===== src/rtl/amba_host_master.sv =====
// amba_host_master
// Host-side initiator for the BSG register-access bus. Accepts one command
// at a time, drives a valid/ready transfer toward the register slave, and
// returns a single-cycle response carrying read data or a timeout error.
// After every transfer the bus request is held low for one GAP cycle so the
// slave always sees a falling edge of `valid` between transfers.

module amba_host_master #(
  parameter int DATA_WIDTH = 8,
  parameter int TIMEOUT    = 16
) (
  input  logic                  SYS_CLK,
  input  logic                  rst,
  // host command side
  input  logic                  cmd_valid,
  output logic                  cmd_ready,
  input  logic                  cmd_write,
  input  logic [DATA_WIDTH-1:0] cmd_addr,
  input  logic [DATA_WIDTH-1:0] cmd_wdata,
  // host response side
  output logic                  rsp_valid,
  output logic [DATA_WIDTH-1:0] rsp_rdata,
  output logic                  rsp_err,
  output logic                  busy,
  // bus side toward the register slave
  output logic                  valid,
  output logic                  write,
  output logic [DATA_WIDTH-1:0] addr_out,
  output logic [DATA_WIDTH-1:0] data_out,
  input  logic                  ready,
  input  logic [DATA_WIDTH-1:0] amba_data_in
);

  // Wait counter only needs to reach TIMEOUT-1; keep at least one bit.
  localparam int CNT_W = (TIMEOUT > 1) ? $clog2(TIMEOUT) : 1;
  localparam logic [CNT_W-1:0] CNT_LAST = CNT_W'(TIMEOUT - 1);
  localparam logic [CNT_W-1:0] CNT_ONE  = CNT_W'(1);

  typedef enum logic [1:0] {
    IDLE = 2'd0,
    REQ  = 2'd1,
    GAP  = 2'd2
  } state_t;

  state_t                  state_r;
  state_t                  next_state_s;
  logic                    accept_s;
  logic                    complete_s;
  logic                    abort_s;
  logic [CNT_W-1:0]        cnt_r;
  logic                    valid_r;
  logic                    write_r;
  logic [DATA_WIDTH-1:0]   addr_r;
  logic [DATA_WIDTH-1:0]   data_r;
  logic                    rsp_valid_r;
  logic [DATA_WIDTH-1:0]   rsp_rdata_r;
  logic                    rsp_err_r;

  // State register; reset always returns to IDLE and drops any transfer.
  always_ff @(posedge SYS_CLK or negedge rst) begin
    if (!rst) begin
      state_r <= IDLE;
    end else begin
      state_r <= next_state_s;
    end
  end

  // Next-state decode plus the accept / complete / abort event strobes.
  always_comb begin
    next_state_s = state_r;
    accept_s     = 1'b0;
    complete_s   = 1'b0;
    abort_s      = 1'b0;
    case (state_r)
      IDLE: begin
        if (cmd_valid) begin
          accept_s     = 1'b1;
          next_state_s = REQ;
        end else begin
          next_state_s = IDLE;
        end
      end
      REQ: begin
        // ready wins over timeout when both hit on the same edge
        if (ready) begin
          complete_s   = 1'b1;
          next_state_s = GAP;
        end else if (cnt_r == CNT_LAST) begin
          abort_s      = 1'b1;
          next_state_s = GAP;
        end else begin
          next_state_s = REQ;
        end
      end
      GAP: begin
        next_state_s = IDLE;
      end
      default: begin
        next_state_s = IDLE;
      end
    endcase
  end

  // Bus request registers and wait counter; bus fields change only on accept.
  always_ff @(posedge SYS_CLK or negedge rst) begin
    if (!rst) begin
      valid_r <= 1'b0;
      write_r <= 1'b0;
      addr_r  <= '0;
      data_r  <= '0;
      cnt_r   <= '0;
    end else if (accept_s) begin
      valid_r <= 1'b1;
      write_r <= cmd_write;
      addr_r  <= cmd_addr;
      data_r  <= cmd_wdata;
      cnt_r   <= '0;
    end else if (complete_s || abort_s) begin
      valid_r <= 1'b0;
    end else if (state_r == REQ) begin
      cnt_r   <= cnt_r + CNT_ONE;
    end
  end

  // Response registers: one-cycle strobe, payload held until the next response.
  always_ff @(posedge SYS_CLK or negedge rst) begin
    if (!rst) begin
      rsp_valid_r <= 1'b0;
      rsp_rdata_r <= '0;
      rsp_err_r   <= 1'b0;
    end else begin
      rsp_valid_r <= complete_s | abort_s;
      if (complete_s) begin
        rsp_err_r   <= 1'b0;
        rsp_rdata_r <= write_r ? '0 : amba_data_in;
      end else if (abort_s) begin
        rsp_err_r   <= 1'b1;
        rsp_rdata_r <= '0;
      end
    end
  end

  // cmd_ready is gated by reset so it reads 0 while reset is asserted.
  assign cmd_ready = (state_r == IDLE) && rst;
  assign busy      = (state_r != IDLE);
  assign valid     = valid_r;
  assign write     = write_r;
  assign addr_out  = addr_r;
  assign data_out  = data_r;
  assign rsp_valid = rsp_valid_r;
  assign rsp_rdata = rsp_rdata_r;
  assign rsp_err   = rsp_err_r;

endmodule


===== config.mk =====
export PLATFORM = sky130hd
export DESIGN_NAME = amba_host_master
export DESIGN_NICKNAME = d
export VERILOG_FILES = /design/src/rtl/amba_host_master.sv
export SDC_FILE = /design/constraint.sdc
export NUM_CORES = 1
export LEC_CHECK = 0
export BUFFER_PORTS_ARGS = -buffer_cell sky130_fd_sc_hd__buf_2
export CORE_ASPECT_RATIO = 0.7
export CORE_MARGIN = 5
export CORE_UTILIZATION = 51
export CTS_BUF_LIST = sky130_fd_sc_hd__clkbuf_8
export CTS_CLUSTER_DIAMETER = 100
export DETAILED_ROUTE_END_ITERATION = 10
export HOLD_SLACK_MARGIN = 0.03
export PLACE_DENSITY = 0.86
export SETUP_SLACK_MARGIN = 0.2
export SYNTH_ARGS = -nofsm -noshare
export SYNTH_HDL_FRONTEND = slang
export SYNTH_SLANG_ARGS = --single-unit

===== constraint.sdc =====
create_clock -name SYS_CLK -period 4.8 [get_ports SYS_CLK]
set_clock_uncertainty 0.1 [all_clocks]
set_input_delay 1.2 -clock SYS_CLK [delete_from_list [all_inputs] [get_ports SYS_CLK]]
set_output_delay 1.2 -clock SYS_CLK [all_outputs]
set_load 0.03 [all_outputs]

After elaboration in Yosys (flattened, before gate mapping). Index checks and enable logic that the tools add are counted.

Add/subtract/negate cells: 1. Equality and inequality tests: 3. Multiplexer cells: 21. Bitwise logic cells: 1. Reduce and logical (&&, ||, !) cells: 8.

Operators with widths (count): 8-bit two-way mux (3); 1-bit two-way mux (12); 4-bit two-way mux (3); 2-bit nonzero test (4); 4-bit by 1-bit adder with 4-bit output (second input constant) (1); 4-bit equality test (second input constant) (1); 2-bit two-way mux (2); 2-bit one-hot mux with 2 select lines (1); 2-bit by 1-bit equality test with 1-bit output (second input constant) (1); 2-bit logical NOT (1); 2-bit inequality test (second input constant) (1); 2-bit AND reduction (1); 1-bit logical AND (1); 1-bit logical OR (1); 1-bit OR (1).

Flip-flop bits (word level): 34. Input port bits: 29. Output and inout bits: 30. Logic and storage cells: 43.

Longest topological paths before layout. Gate-level depths: netlist (run 1).

Depth after elaboration: 7. Depth in mapped cells: 5. Gate-level depth less buffers: 5.

Worst setup path before layout (run 1). Ideal clock, no wire load.

Kind: input port to output port. Start point: in rst. End point: out cmd_ready. Arrival: 1637 ps. Required time: 3500 ps. Slack: 1863 ps. Stages: 2. Buffers on the path: 0. Cell sequence: inv_1 nor2_1.

Word-level cells in the longest chain between the ends: 1.

Ends and longest elaborated chain: start, declared (RTL line 13) `input logic rst,`; 1-bit logical AND (RTL line 144) `assign cmd_ready = (state_r == IDLE) && rst;`; end, declared (RTL line 16) `output logic cmd_ready,`.

Every way passes these cells.

Final worst setup path (run 1). Ends and elaborated chain as after synthesis.

==> summary.md, run 1 <==
| Metric | Value |
|---|---|
| Final period util | 0.6934 |
| Clock transition at path regs | 0.06 ns |
| Final Max Slew Viols | 0 |
| Worst Max-Slew Pin Slew | 0.4600 ns |
| Endpoints failing setup | 0 |
| Detailed Place HPWL | 2.114 mm |
| Reg-to-reg slack, setup | 3.11 ns |
| Final WL | 2.851 mm |
| FF+latch count, synth | 34 |
| Initial Util | 0.5323 |
| Setup TNS | 0 ns |
| Worst-case reg-to-reg path depth | 4 |
| Antenna-violating nets left | 0 |
| Total number of vias | 969 |
| Share of layout cells above drive strength 1 | 0.5513 |
| Worst skew pair latency | 0.27 ns |
| Setup bufs post-CTS | 0 |
| CTS tree | built |
| WP data required | 3.50 ns |
| Remaining Overflow, GRT | 0 |
| Largest net degree at the start of global routing | 36 |
| Crit path to | cmd_ready |
| Final core utilization | 0.7096 |
| Chip Height | 52.55 µm |
| IO Port Bufs | 58 |
| Total power | 1232 µW |
| Post-CTS Resized | 0 |
| Mapped Area | 1319 µm² |
| H-tree depth | 2 |
| Initial drt markers | 55 |
| Reg2Reg Launch Point | cnt_r[0]$_DFFE_PN0P_ |
| Leakage | 0.0009178 µW |
| Die width | 70.78 µm |
| Post-layout minimum cycle time | 3.328 ns |
| Crit path arrival time | 2.03 ns |
| Worst slew margin | 0.6920 |
| Hold Slack | 0.3868 ns |
| # nets final | 185 |
| Vias in the first global route | 1052 |
| Critical R2R Capture | cnt_r[3]$_DFFE_PN0P_ |
| Core area | 2477 µm² |
| Initial antenna violation count | 0 |
| FMAX | 300.5 MHz |
| Vias per inst | 5.100 |
| Area grow syn2layout | 33.30% |
| First-pass DRT Iterations | 4 |
| Setup crit end kind | output pin |
| Yosys warns | 0 |
| Post-Syn Instances | 91 |
| CTS root buf | clkbuf_8 |
| Die area | 3719 µm² |
| CP Class | in -> out |
| Synth unique cells | 24 |
| CTS sink count | 34 |
| Syn nets | 121 |
| Seq/Total Area, Yosys | 0.6452 |
| Post-CTS Hold Buffers | 0 |
| Hold Vio Cnt, Final | 0 |
| PD cells | 700.8 nW/µm² |
| N_diodes | 0 |
| RSZ-0062 raised after global routing | no |
| GRT Total Usage | 0.1652 |
| Drt drc | 0 |
| Clock buffer depth | 2 |
| Critical Path Source Type | primary input |
| I/O pin count | 59 |
| CP startpoint | rst |
| WL/cell | 15.01 µm |
| Hold crit path type | reg -> reg |
| Status | finished clean |
| # rows | 15 |
| Max VDD drop | 0.3560 mV |
| First-pass GRT wire length | 4.685 mm |
| Syn Area/Cell | 14.49 µm² |
| Number of max-cap violations | 0 |
| CP Max Fanout | 35 |
| CTS buffer count | 5 |
| Routability Congestion | 0.7570 |
-- critical path, stage by stage --
cell,delay (ns)
buf_2,0.08
buf_4,0.37
inv_1,0.08
nor2_1,0.10
buf_2,0.19
-- cells by family after synthesis --
| group | synth area share |
|---|---|
| adders and majority gates | 0.009486 |
| muxes | 0.1527 |
| DFF | 0.6452 |
| and+or+nand+nor | 0.06642 |
| AOI/OAI and AO/OA | 0.1034 |
| buffers and inverters | 0.02276 |
-- per-stage QoR --
stage | cells | cell area (µm²) | setup WS (ns)
CTS | 190 | 1758 | 1.453
floorplan | 91 | 1319 | 1.863
detailed placement | 182 | 1652 | 1.460
finish | 190 | 1758 | 1.472
global placement | 182 | 1652 | 1.475
global route | 190 | 1758 | 1.311
-- layout make-up --
cell class | instances | area [µm²]
Clock buffer | 5 | 68.82
Clock inverter | 3 | 37.54
Fill cell | 185 | 719.4
Inverter | 4 | 15.01
Multi-Input combinational cell | 50 | 437.9
Sequential cell | 34 | 850.8
Tap cell | 34 | 42.54
Timing Repair Buffer | 60 | 305.3
-- cell usage in the layout, fill, tap and decap left out, types with 2 or more instances in the layout --
cell      count
inv_1         6
nand3_1       4
dfrtp_1      34
nor3b_2       2
clkbuf_8      5
a21oi_1       2
a22o_1        8
mux2_2       16
buf_4         2
o21ai_0       2
buf_2        58
a21o_1        2
-- synth_stat cells --
master     instances  area (µm²)
buf_2              3       15.01
nor3b_2            2       25.02
o31ai_1            1       7.510
and2b_1            1       7.510
mux2_1             1       11.26
o21ai_0            2       10.01
a2bb2oi_1          1       8.760
nand2b_1           1       6.260
nand3_1            4       20.02
nand2_1            1       3.750
mux2i_1            1       10.01
inv_1              4       15.01
or2b_1             1       7.510
dfrtp_1           34       850.8
nor2_1             1       3.750
or2_2              1       6.260
a31oi_1            1       6.260
or4_1              1       7.510
mux2_2            16       180.2
ha_1               1       12.51
a21oi_1            2       10.01
a31o_2             1       8.760
a21o_1             2       15.01
a22o_1             8       70.07
-- power by group --
group	internal (µW)	total (µW)	switching (µW)
Sequential	402	468	66.1
Clock	151	240	89.4
Combinational	183	524	341
-- state kept, by name (all words and copies together) (netlist names) --
register / count
rsp_err: 1
write: 1
valid: 1
rsp_rdata: 8
addr_out: 8
cnt_r: 4
data_out: 8
rsp_valid: 1
state_r: 2
-- per-layer routing --
metal / track usage / share of wire
met1: 0.1923 / 0.40
met4: 0.06875 / 0.0084
met3: 0.07471 / 0.10
met2: 0.2677 / 0.49
met5: 0 / 0
-- worst min path at each step --
stage	start	to	slack, ns	cells past startpoint
2_1_floorplan	cnt_r[2]$_DFFE_PN0P_	cnt_r[2]$_DFFE_PN0P_	0.38	1
3_3_place_gp	valid$_DFFE_PN0P_	valid$_DFFE_PN0P_	0.37	1
3_5_place_dp	valid$_DFFE_PN0P_	valid$_DFFE_PN0P_	0.37	1
4_1_cts	valid$_DFFE_PN0P_	valid$_DFFE_PN0P_	0.39	1
5_1_grt	valid$_DFFE_PN0P_	valid$_DFFE_PN0P_	0.42	1
6_report	valid$_DFFE_PN0P_	valid$_DFFE_PN0P_	0.39	1
No activity file was read; power rests on OpenSTA's default activity.
==> run 2: changes to the inputs <==
--- a/config.mk
+++ b/config.mk
@@ -8,12 +8,12 @@
 export BUFFER_PORTS_ARGS = -buffer_cell sky130_fd_sc_hd__buf_2
 export CORE_ASPECT_RATIO = 0.7
 export CORE_MARGIN = 5
-export CORE_UTILIZATION = 51
+export CORE_UTILIZATION = 43
 export CTS_BUF_LIST = sky130_fd_sc_hd__clkbuf_8
 export CTS_CLUSTER_DIAMETER = 100
 export DETAILED_ROUTE_END_ITERATION = 10
 export HOLD_SLACK_MARGIN = 0.03
-export PLACE_DENSITY = 0.86
+export PLACE_DENSITY = 0.77
 export SETUP_SLACK_MARGIN = 0.2
 export SYNTH_ARGS = -nofsm -noshare
 export SYNTH_HDL_FRONTEND = slang
==> constraint.sdc (replaced) <==
create_clock -name SYS_CLK -period 2.76 [get_ports SYS_CLK]
set_clock_uncertainty 0.1 [all_clocks]
set_input_delay 0.69 -clock SYS_CLK [delete_from_list [all_inputs] [get_ports SYS_CLK]]
set_output_delay 0.69 -clock SYS_CLK [all_outputs]
set_load 0.03 [all_outputs]
==> summary.md, run 2 (same netlist as run 1, synthesis figures left out) <==
| Metric | Value |
|---|---|
| N_diodes | 0 (unchanged) |
| Chip Height | 56.34 µm (was 52.55 µm) |
| CP Max Fanout | 4 (was 35) |
| Initial Util | 0.4607 (was 0.5323) |
| Hold crit path type | in -> async (was reg -> reg) |
| Initial drt markers | 98 (was 55) |
| Post-layout minimum cycle time | 2.106 ns |
| First-pass GRT wire length | 5.050 mm (was 4.685 mm) |
| Vias in the first global route | 1113 (was 1052) |
| Share of layout cells above drive strength 1 | 0.5577 (was 0.5513) |
| CP bufs+invs | 1 (was 4) |
| Detailed Place HPWL | 2.252 mm (was 2.114 mm) |
| Worst slew margin | 0.6656 (was 0.6920) |
| CP Class | reg -> out (was in -> out) |
| CTS root buf | clkbuf_8 (unchanged) |
| Largest net degree at the start of global routing | 35 (was 36) |
| Worst setup margin | 0.6544 ns (was 1.472 ns) |
| Worst skew pair latency | 0.28 ns (was 0.27 ns) |
| Core area | 2863 µm² (was 2477 µm²) |
| Post-CTS Hold Buffers | 0 (unchanged) |
| Leakage | 0.0009095 µW (was 0.0009178 µW) |
| Vias per inst | 5.125 (was 5.100) |
| Setup crit end kind | output pin (unchanged) |
| Drt drc | 0 (unchanged) |
| Die width | 76.19 µm (was 70.78 µm) |
| I/O pin count | 59 (unchanged) |
| Routability Congestion | 0.8192 (was 0.7570) |
| CTS buffer count | 5 (unchanged) |
| Clock transition at path regs | 0.07 ns (was 0.06 ns) |
| Critical Path Source Type | register (was primary input) |
| Final Max Slew Viols | 0 (unchanged) |
| Final period util | 0.7629 |
| Post-CTS Resized | 0 (unchanged) |
| Initial antenna violation count | 0 (unchanged) |
| GRT Total Usage | 0.1479 (was 0.1652) |
| Hold Vio Cnt, Final | 0 (unchanged) |
| Critical path, cell by cell | or2_2, nor2_1, buf_2 (was buf_2, buf_4, inv_1, nor2_1, buf_2) |
| WP data required | 1.97 ns (was 3.50 ns) |
| CP delay by family, top | simple AND/OR/NAND/NOR gates (was buffers and inverters) |
| H-tree depth | 2 (unchanged) |
| Worst Max-Slew Pin Slew | 0.4995 ns (was 0.4600 ns) |
| Setup TNS | 0 ns (unchanged) |
| # rows | 16 (was 15) |
| RSZ-0062 raised after global routing | no (unchanged) |
| Area grow syn2layout | 32.35% (was 33.30%) |
| Die area | 4292 µm² (was 3719 µm²) |
| CTS tree | built (unchanged) |
| Number of max-cap violations | 0 (unchanged) |
| CTS sink count | 34 (unchanged) |
| WL/cell | 15.85 µm (was 15.01 µm) |
| First-pass DRT Iterations | 4 (unchanged) |
| Remaining Overflow, GRT | 0 (unchanged) |
| IO Port Bufs | 58 (unchanged) |
| Total number of vias | 984 (was 969) |
| Most frequent cells in the layout | 58 x buf_2, 34 x dfrtp_1, 16 x mux2_2 (unchanged) |
| Setup bufs post-CTS | 0 (unchanged) |
| FMAX | 474.9 MHz |
| DP Worst Slack | 0.8597 ns (was 1.460 ns) |
| Antenna-violating nets left | 0 (unchanged) |
| CP max stage delay | 0.42 ns (was 0.37 ns) |
| Status | finished clean (unchanged) |
| Max VDD drop | 0.6077 mV (was 0.3560 mV) |
| PD cells | 1200 nW/µm² (was 700.8 nW/µm²) |
| Clock buffer depth | 2 (unchanged) |
| Endpoints failing setup | 0 (unchanged) |
| Final WL | 3.044 mm (was 2.851 mm) |
| CP max stage cell | dfrtp_1 (was buf_4) |
| Crit path arrival time | 1.32 ns (was 2.03 ns) |
| Commonest non-fill, non-tap cell in the layout | buf_2 (unchanged) |
| # nets final | 185 (unchanged) |
run 2: changes by cell type in the layout (fill, tap and decap cells not counted), sizes merged:
cell    previous run  this run
clkinv             0         1
inv                6         5
bufinv             1         0
clkbuf             5         6
run 2: worst register-to-register path, cell delays in order (launching register included):
cell and delay [ns]:
dfrtp_1 0.40, ha_1 0.24, a31o_2 0.23, or4_1 0.48
a21oi_1 0.16
run 2: area by class of cell:
cell class                      count  area (µm²)
Clock buffer                        6       82.58
Clock inverter                      2       8.758
Fill cell                         242        1117
Inverter                            4       15.01
Multi-Input combinational cell     50       437.9
Sequential cell                    34       850.8
Tap cell                           36       45.04
Timing Repair Buffer               60       305.3
run 2: path summary, 6_finish.rpt:
kind,from,endpoint,slack [ns],depth (start not counted)
worst min register to register,valid$_DFFE_PN0P_,valid$_DFFE_PN0P_,0.39,1
worst min-delay path,rst,rsp_err$_DFFE_PN0P_,0.34,2
worst max-delay path,state_r[1]$_DFF_PN0_,cmd_ready,0.65,3
worst max register to register,cnt_r[0]$_DFFE_PN0P_,cnt_r[3]$_DFFE_PN0P_,1.08,4
max in group asynchronous,rst,data_out[2]$_DFFE_PN0P_,1.91,2
min in group SYS_CLK,valid$_DFFE_PN0P_,valid$_DFFE_PN0P_,0.39,1
run 2: metal layers:
metal / track usage / vias up / wire length, µm
met3: 0.05591 / 7 / 251
li1: - / 455 / -
met4: 0.06733 / 0 / 53
met2: 0.2354 / 41 / 1470
met1: 0.1784 / 481 / 1270
met5: 0 / - / 0
run 2: per-stage QoR:
step	power (µW)	cells	instance area (µm²)	hold WS [ns]	utilization
global placement	1711	184	1654	0.3710	0.5778
finish	2095	192	1745	0.3399	0.6097
CTS	2116	192	1745	0.3640	0.6097
floorplan	1445	91	1319	0.2944	-
detailed placement	1743	184	1654	0.3772	0.5778
global route	2207	192	1745	0.3908	0.6097
run 2: power by group:
group / internal [µW] / switching [µW] / total (µW)
combinational: 317 / 594 / 911
clock: 197 / 169 / 366
sequential: 698 / 120 / 818
total: 1210 / 882 / 2100
==> run 3: changes to the inputs <==
--- a/config.mk
+++ b/config.mk
@@ -8,12 +8,12 @@
 export BUFFER_PORTS_ARGS = -buffer_cell sky130_fd_sc_hd__buf_2
 export CORE_ASPECT_RATIO = 0.7
 export CORE_MARGIN = 5
-export CORE_UTILIZATION = 43
+export CORE_UTILIZATION = 48
 export CTS_BUF_LIST = sky130_fd_sc_hd__clkbuf_8
 export CTS_CLUSTER_DIAMETER = 100
 export DETAILED_ROUTE_END_ITERATION = 10
 export HOLD_SLACK_MARGIN = 0.03
-export PLACE_DENSITY = 0.77
+export PLACE_DENSITY = 0.81
 export SETUP_SLACK_MARGIN = 0.2
 export SYNTH_ARGS = -nofsm -noshare
 export SYNTH_HDL_FRONTEND = slang
==> constraint.sdc (replaced) <==
create_clock -name SYS_CLK -period 2 [get_ports SYS_CLK]
set_clock_uncertainty 0.1 [all_clocks]
set_input_delay 0.5 -clock SYS_CLK [delete_from_list [all_inputs] [get_ports SYS_CLK]]
set_output_delay 0.5 -clock SYS_CLK [all_outputs]
set_load 0.03 [all_outputs]
==> summary.md, run 3 (same netlist as run 1, synthesis figures left out) <==
| Metric | Value |
|---|---|
| Status | finished clean (unchanged) |
| Post-CTS Hold Buffers | 0 (unchanged) |
| Setup crit end kind | output pin (unchanged) |
| Largest net degree at the start of global routing | 35 (unchanged) |
| Leakage | 0.0009255 µW (was 0.0009095 µW) |
| Grt met3 use | 0.06157 (was 0.05591) |
| Critical Path Source Type | register (unchanged) |
| PD cells | 1636 nW/µm² (was 1200 nW/µm²) |
| CTS root buf | clkbuf_8 (unchanged) |
| # nets final | 187 (was 185) |
| Vias per inst | 5.250 (was 5.125) |
| Detailed Place HPWL | 2.101 mm (was 2.252 mm) |
| Max VDD drop | 0.9147 mV (was 0.6077 mV) |
| Initial Util | 0.5167 (was 0.4607) |
| Drt drc | 0 (unchanged) |
| H-tree depth | 2 (unchanged) |
| GRT met1 Usage | 0.2101 (was 0.1784) |
| Endpoints failing setup | 0 (unchanged) |
| Placed cell count | 182 (was 184) |
| Die width | 72.65 µm (was 76.19 µm) |
| Core area | 2552 µm² (was 2863 µm²) |
| Met2 Resource Use GR | 0.2799 (was 0.2354) |
| Most frequent cells in the layout | 57 x buf_2, 34 x dfrtp_1, 16 x mux2_2 (was 58 x buf_2, 34 x dfrtp_1, 16 x mux2_2) |
| Share of layout cells above drive strength 1 | 0.5696 (was 0.5577) |
| CP Class | reg -> out (unchanged) |
| FMAX | 575.7 MHz |
| Layer with the highest usage | met2 (unchanged) |
| Area grow syn2layout | 35.48% (was 32.35%) |
| N_diodes | 0 (unchanged) |
| # rows | 15 (was 16) |
| Worst slew margin | 0.6270 (was 0.6656) |
| Initial antenna violation count | 0 (unchanged) |
| CP max stage cell | dfrtp_1 (unchanged) |
| Routability Congestion | 0.7493 (was 0.8192) |
| RSZ-0062 raised after global routing | no (unchanged) |
| Total number of vias | 1008 (was 984) |
| Worst skew pair latency | 0.27 ns (was 0.28 ns) |
| Initial drt markers | 79 (was 98) |
| Clock buffer depth | 2 (unchanged) |
| CP delay by family, top | flip-flops (was simple AND/OR/NAND/NOR gates) |
| Die area | 3913 µm² (was 4292 µm²) |
| CTS tree | built (unchanged) |
| Final Max Slew Viols | 0 (unchanged) |
| Number of max-cap violations | 0 (unchanged) |
| Hold Vio Cnt, Final | 0 (unchanged) |
| Hold crit path type | in -> async (unchanged) |
| IO Port Bufs | 58 (unchanged) |
| First-pass DRT Iterations | 4 (unchanged) |
| Post-layout minimum cycle time | 1.737 ns |
| WL/cell | 15.53 µm (was 15.85 µm) |
| Critical path, cell by cell | or2_4, nor2_4, buf_6 (was or2_2, nor2_1, buf_2) |
| I/O pin count | 59 (unchanged) |
| Worst Max-Slew Pin Slew | 0.5571 ns (was 0.4995 ns) |
| Setup TNS | 0 ns (unchanged) |
| Clock transition at path regs | 0.07 ns (about the same) |
| CTS sink count | 34 (unchanged) |
| First-pass GRT wire length | 4.954 mm (was 5.050 mm) |
| CP Max Fanout | 2 (was 4) |
| Antenna-violating nets left | 0 (unchanged) |
| Final WL | 2.981 mm (was 3.044 mm) |
| CP max stage delay | 0.40 ns (was 0.42 ns) |
| Final period util | 0.8685 |
| Crit path arrival time | 1.14 ns (was 1.32 ns) |
| GRT Total Usage | 0.1717 (was 0.1479) |
| Remaining Overflow, GRT | 0 (unchanged) |
| WP data required | 1.40 ns (was 1.97 ns) |
| Final Instance Count excl. Fillers | 192 (unchanged) |
| CP bufs+invs | 1 (unchanged) |
| Chip Height | 53.86 µm (was 56.34 µm) |
| CTS buffer count | 5 (unchanged) |
| Vias in the first global route | 1056 (was 1113) |
| Commonest non-fill, non-tap cell in the layout | buf_2 (unchanged) |
run 3: changes by cell type in the layout (fill, tap and decap cells not counted):
cell / previous run / this run
buf_12: 0 / 1
buf_2: 58 / 57
buf_4: 2 / 3
buf_6: 0 / 1
nor2_1: 1 / 0
nor2_4: 0 / 1
or2_2: 1 / 0
or2_4: 0 / 1
run 3: timing repair:
| action | 4_1_cts | 5_1_grt |
|---|---|---|
| resized for setup | 3 | 1 |
| buffers inserted | 2 | 0 |
| pin swaps | 1 | 2 |
| setup endpoints to repair | 1 | 1 |
run 3: final timing paths:
kind | end | startpoint | slack (ns) | cells past startpoint
setup / recovery | cmd_ready | state_r[1]$_DFF_PN0_ | 0.26 | 3
hold / removal | write$_DFFE_PN0P_ | rst | 0.17 | 2
setup reg to reg | rsp_rdata[0]$_DFFE_PN0P_ | state_r[1]$_DFF_PN0_ | 0.32 | 4
hold reg to reg | valid$_DFFE_PN0P_ | valid$_DFFE_PN0P_ | 0.38 | 1
max in group asynchronous | data_out[0]$_DFFE_PN0P_ | rst | 1.33 | 2
min in group SYS_CLK | write$_DFFE_PN0P_ | cmd_write | 0.34 | 2
run 3: metrics by stage:
stage | instance area (µm²) | power [µW] | setup slack [ns] | utilization | hold WS (ns)
2_1_floorplan | 1321 | 1996 | 0.3251 | - | 0.1044
3_3_place_gp | 1667 | 2369 | 0.3813 | 0.6529 | 0.3578
3_5_place_dp | 1667 | 2406 | 0.3179 | 0.6529 | 0.3603
4_1_cts | 1782 | 2949 | 0.2164 | 0.6980 | 0.1840
5_1_grt | 1787 | 3083 | 0.2083 | 0.7000 | 0.2113
6_report | 1787 | 2924 | 0.2630 | 0.7000 | 0.1721
run 3: routing by layer:
metal,wire [µm],share of wire
met1,1220,0.41
met2,1376,0.46
met3,344,0.12
met4,40,0.013
met5,0,0
run 3: layout make-up:
class                           instances  area (µm²)
Clock buffer                            6       82.58
Clock inverter                          2       8.758
Fill cell                             203       765.7
Inverter                                4       15.01
Multi-Input combinational cell         50       447.9
Sequential cell                        34       850.8
Tap cell                               34       42.54
Timing Repair Buffer                   62       339.1
run 3: report_power, final:
part           switching (µW)  leakage, µW  total (µW)  internal (µW)
clock                     217    0.0000524         489            272
combinational             844     0.000455        1320            473
sequential                154     0.000419        1120            963
